--- config.mk ---
export PLATFORM = sky130hd
export DESIGN_NAME = phase_pwm_channel
export DESIGN_NICKNAME = d
export VERILOG_FILES = /design/src/rtl/phase_pwm_channel.sv
export SDC_FILE = /design/constraint.sdc
export NUM_CORES = 1
export LEC_CHECK = 0
export ABC_AREA = 1
export CAP_MARGIN = 20
export CORE_MARGIN = 2
export CORE_UTILIZATION = 53
export DETAILED_ROUTE_END_ITERATION = 8
export HOLD_SLACK_MARGIN = 0.03
export PLACE_DENSITY = 0.76
export SYNTH_ARGS = -nofsm -noshare
export SYNTH_HDL_FRONTEND = slang
export SYNTH_SLANG_ARGS = --single-unit
--- constraint.sdc ---
create_clock -name clock_in -period 3 [get_ports clock_in]
set_clock_uncertainty 0.15 [all_clocks]
set_input_delay 0.6 -clock clock_in [delete_from_list [all_inputs] [get_ports clock_in]]
set_output_delay 0.6 -clock clock_in [all_outputs]
set_load 0.03 [all_outputs]
--- src/rtl/phase_pwm_channel.sv ---
// phase_pwm_channel: phase-shifted, duty-programmable PWM stage advanced by a synchronised tick.
// Define PWM_COMPLEMENT_EN to add pwm_out_n with DEADTIME dead-time insertion.
module phase_pwm_channel #(
   parameter int CNT_BITS    = 8,
   parameter int PERIOD      = 250,
   parameter int SYNC_STAGES = 2,
   parameter int DEADTIME    = 2
) (
   input  logic                clock_in,
   input  logic                reset,
   input  logic                tick_in,
   input  logic                cfg_valid,
   output logic                cfg_ready,
   input  logic [CNT_BITS-1:0] cfg_phase,
   input  logic [CNT_BITS-1:0] cfg_duty,
   input  logic                cfg_enable,
   output logic                pwm_out,
`ifdef PWM_COMPLEMENT_EN
   output logic                pwm_out_n,
`endif
   output logic                period_start
);
   localparam int W = CNT_BITS + 1;
   localparam logic [CNT_BITS-1:0] LAST = CNT_BITS'(PERIOD - 1);
   localparam logic [W-1:0]        PER  = W'(PERIOD);

   if (PERIOD < 2 || PERIOD > 2**CNT_BITS || SYNC_STAGES < 2 || DEADTIME < 0) begin : g_bad_params
      $error("phase_pwm_channel: illegal parameter set");
   end

   logic [SYNC_STAGES-1:0] sync;
   logic                   sync_d, tick, wrap, xfer, raw;
   logic [CNT_BITS-1:0]    cnt, act_phase, act_duty, pend_phase, pend_duty;
   logic                   act_en, pend_en, pend_full;
   logic [W-1:0]           ph_eff, pos;

   assign tick = sync[SYNC_STAGES-1] & ~sync_d;
   assign wrap = tick & (cnt == LAST);
   assign xfer = cfg_valid & cfg_ready;

   // phase is clamped so the wrap-around subtraction never underflows
   always_comb begin
      ph_eff = (act_phase > LAST) ? {1'b0, LAST} : {1'b0, act_phase};
      pos    = ({1'b0, cnt} >= ph_eff) ? {1'b0, cnt} - ph_eff : {1'b0, cnt} + PER - ph_eff;
      raw    = act_en & (pos < {1'b0, act_duty});
   end

   always_ff @(posedge clock_in or negedge reset) begin
      if (!reset) begin
         sync         <= '0;
         sync_d       <= 1'b0;
         cnt          <= '0;
         period_start <= 1'b0;
         act_phase    <= '0;
         act_duty     <= '0;
         act_en       <= 1'b0;
         pend_phase   <= '0;
         pend_duty    <= '0;
         pend_en      <= 1'b0;
         pend_full    <= 1'b0;
         cfg_ready    <= 1'b1;
      end else begin
         sync         <= {sync[SYNC_STAGES-2:0], tick_in};
         sync_d       <= sync[SYNC_STAGES-1];
         period_start <= wrap;
         if (tick)
            cnt <= (cnt == LAST) ? '0 : cnt + CNT_BITS'(1);
         if (xfer) begin
            pend_phase <= cfg_phase;
            pend_duty  <= cfg_duty;
            pend_en    <= cfg_enable;
         end
         if (wrap & pend_full) begin
            act_phase <= pend_phase;
            act_duty  <= pend_duty;
            act_en    <= pend_en;
         end
         pend_full <= xfer | (pend_full & ~wrap);
         cfg_ready <= ~(xfer | (pend_full & ~wrap));
      end
   end

`ifdef PWM_COMPLEMENT_EN
   localparam int DW = $clog2(DEADTIME + 2);
   logic          raw_q;
   logic [DW-1:0] dt, dt_nxt;

   // any edge on raw reopens the dead window; outputs rise only once it has drained
   assign dt_nxt = (raw != raw_q) ? DW'(DEADTIME) : (dt != '0) ? dt - DW'(1) : '0;

   always_ff @(posedge clock_in or negedge reset) begin
      if (!reset) begin
         raw_q     <= 1'b0;
         dt        <= '0;
         pwm_out   <= 1'b0;
         pwm_out_n <= 1'b0;
      end else begin
         raw_q     <= raw;
         dt        <= dt_nxt;
         pwm_out   <= (dt_nxt == '0) & raw;
         pwm_out_n <= (dt_nxt == '0) & ~raw & act_en;
      end
   end
`else
   always_ff @(posedge clock_in or negedge reset) begin
      if (!reset)
         pwm_out <= 1'b0;
      else
         pwm_out <= raw;
   end
`endif
endmodule

==> metrics.yaml <==
outcome:
  status: "complete, but fails checks"
  violations: "negative setup slack"
worst_setup_path:
  crit_required_ps: 3070
  path_buf_inv: 3
  crit_fanout: 3
  worst_path_most_repeated_cell: "nand2_1"
  path_cells: "inv_2, a211oi_2, nor3b_2, inv_1, nand2_1, ha_2, fa_1, inv_2, nand3_2, nand3_2, xor2_1, o21ai_2, ha_4, nand3_2, nor2_1, nor2_1, nand2_1, nand2_1, nand2_1, nand2_1, nand2_1, nand2_1, nand2_1, nor2_1"
  end_kind: "flip-flop"
  critPathLaunchType: "flip-flop"
  cp_top_family: "simple AND/OR/NAND/NOR gates"
  arrival_ps: 3450
  slowest_delay_ps: 480
  slowest_stage: "fa_1"
  critical_path_class: "flip-flop to flip-flop"
timing:
  worst_slack_ps: -385
  finalMaxSlewViolations: 0
  grt_setup_unrepaired: "true"
  timing.fmax_mhz: 295
  hold_viol: 0
  post-route-period-util: 1.13
  post-route-min-period_ps: 3380
  whs_ps: 51.2
  setup_violations: 1
  worst_pin_slew_ps: 701
  worst_slew_margin_rel: 0.531
drt:
  via_per_inst: 5.10
  wl_met2_um: 3310
  drt-met1-wl_um: 2870
  drt_iter0_drc: 111
  topRoutingLayerUsed: "met4"
  wl_per_cell_um: 13.1
  wirelength_um: 6520
  vias: 2530
  dr.pass1.iters: 6
  routed-wl-met3_um: 195
  drc: 0
  ant_nets: 0
die:
  pin_count: 24
  start_util: 0.540
  die-area_um2: 6590
  die_h_um: 81.2
  core_um2: 5850
  row_count: 28
  die_w_um: 81.2
synthesis:
  synth_area_per_cell_um2: 8.75
  synth_cell_type_count: 40
  synth_top_area_frac: 0.380
  synth_nets: 415
  yosysMostFrequentCell: "nand2_1"
  synth_commonest_cells: "nand2_1 (74), inv_1 (70), dfrtp_1 (48)"
  synth_area_leaders: "dfrtp_1 (38%), ha_1 (12%), nand2_1 (8.8%)"
  ys_warn_count: 0
  synth_seq_cells: 49
  synthCells: 361
  synth_top_area_cell: "dfrtp_1"
  synth_ff_type: "dfrtp_1"
  synth-edff-count: 0
  synthesis.area_um2: 3160
  async_reset_ff_frac: 1.00
  ys_seq_area_frac: 0.389
power:
  peakVddDrop_v: 0.000621
  p_per_area_nw_per_um2: 793
  p_leak_nw: 2.00
hold_path:
  hold_class: "primary input to asynchronous set/reset pin"
clock_network:
  ctsHoldBuffers: 0
  cts.clk_slew.worst_paths_ps: 100
  cts_tree: "done"
  cts-htree-levels: 2
  clock_sinks: 49
  clk_latency_ps: 310
  root_buffer: "clkbuf_8"
  max-clock-path-buffers: 2
  cts_buffers: 5
final_layout:
  final_util: 0.662
  area_delta_synth_final_pct: 22.7
  finalNetCount: 474
  finalNonFillerCells: 496
  n_antenna_cell: 0
  drive_gt1_frac: 0.285
flow_run:
  maxCapViolations: 0
placed_design:
  placed_cells_incl_taps: 479
  gp_congestion: 0.869
  hpwl_um: 4870
  portBuffers: 23
global_routing:
  grt_pass1_vias: 2468
  grt_use_total: 0.212
  overflow: 0
  grt_max_degree: 34
  grt_first_pass_wirelength_um: 10700
  antenna_found_initial: 0
[final cells by class]
class | instances | area, um2
Fill cell | 451 | 1980
Multi-Input combinational cell | 230 | 1670
Sequential cell | 49 | 1230
Timing Repair Buffer | 61 | 510
Inverter | 73 | 277
Tap cell | 75 | 93.8
Clock buffer | 5 | 68.8
Clock inverter | 3 | 25.0
[per-layer routing]
layer  vias up  global-route usage
li1       1257                   -
met1      1201               0.269
met4         0              0.0847
met3        12              0.0267
met5         -                   0
met2        60               0.368
[path summary, 6_finish.rpt]
path,from,cells past startpoint,endpoint,slack [ps]
max,act_phase[1]$_DFFE_PN0P_,24,pwm_out$_DFF_PN0_,-380
min,reset,1,act_phase[3]$_DFFE_PN0P_,50
max reg2reg,act_phase[1]$_DFFE_PN0P_,24,pwm_out$_DFF_PN0_,-380
min reg2reg,sync[0]$_DFF_PN0_,0,sync[1]$_DFF_PN0_,220
max in group asynchronous,reset,2,pend_duty[3]$_DFFE_PN0P_,1920
min in group clock_in,sync[0]$_DFF_PN0_,0,sync[1]$_DFF_PN0_,220
[metrics by stage]
| stage | total power [W] | setup slack (ps) | TNS [ps] | area [um2] |
|---|---|---|---|---|
| after floorplan | 0.00194 | -69.3 | -69.3 | 3190 |
| after global placement | 0.00240 | -177 | -177 | 3660 |
| after detailed placement | 0.00245 | -333 | -333 | 3660 |
| after CTS | 0.00295 | -278 | -278 | 3830 |
| after global routing | 0.00336 | -606 | -606 | 3870 |
| final | 0.00307 | -385 | -385 | 3870 |
[power by group]
| part | internal (W) | leakage, nW | switching (W) |
|---|---|---|---|
| Sequential | 0.000694 | 0.658 | 0.0000447 |
| Combinational | 0.000872 | 1.30 | 0.00106 |
| Clock | 0.000170 | 0.0452 | 0.000236 |
[flip-flops by register name (all words and copies together), names as in the netlist]
name          cells
act_duty          8
act_phase         8
cnt               8
pend_duty         8
pend_phase        8
sync              2
act_en            1
cfg_ready         1
pend_en           1
pend_full         1
period_start      1
pwm_out           1
sync_d            1
[timing repair]
item / 4_1_cts / 5_1_grt
endpoints found under the setup margin: 1 / 1
buffers inserted: 6 / 4
pin swaps: 18 / 11
resized for setup: 8 / 3
[cells in the final DEF, fill, tap and decap left out, types with 11 or more instances in the layout]
master | netlist | final
nor2_1 | 14 | 14
o21ai_2 | 14 | 17
ha_1 | 30 | 25
o21ai_0 | 18 | 14
mux2_2 | 17 | 17
a21oi_1 | 12 | 11
dfrtp_1 | 48 | 48
clkdlybuf4s50_1 | 0 | 22
inv_1 | 70 | 63
buf_4 | 0 | 38
nand2_1 | 74 | 73
[cell families (layout without fill, tap and decap cells)]
logic type,count (synthesis),after routing,synth area share
simple gates,119,119,0.175
fa+ha+maj,33,33,0.138
flops,49,49,0.389
xor+xnor,6,6,0.0166
compound gates,55,55,0.111
mux,17,17,0.0606
buf+inv,82,142,0.110
Note: power is estimated with default switching activity, not from simulation.
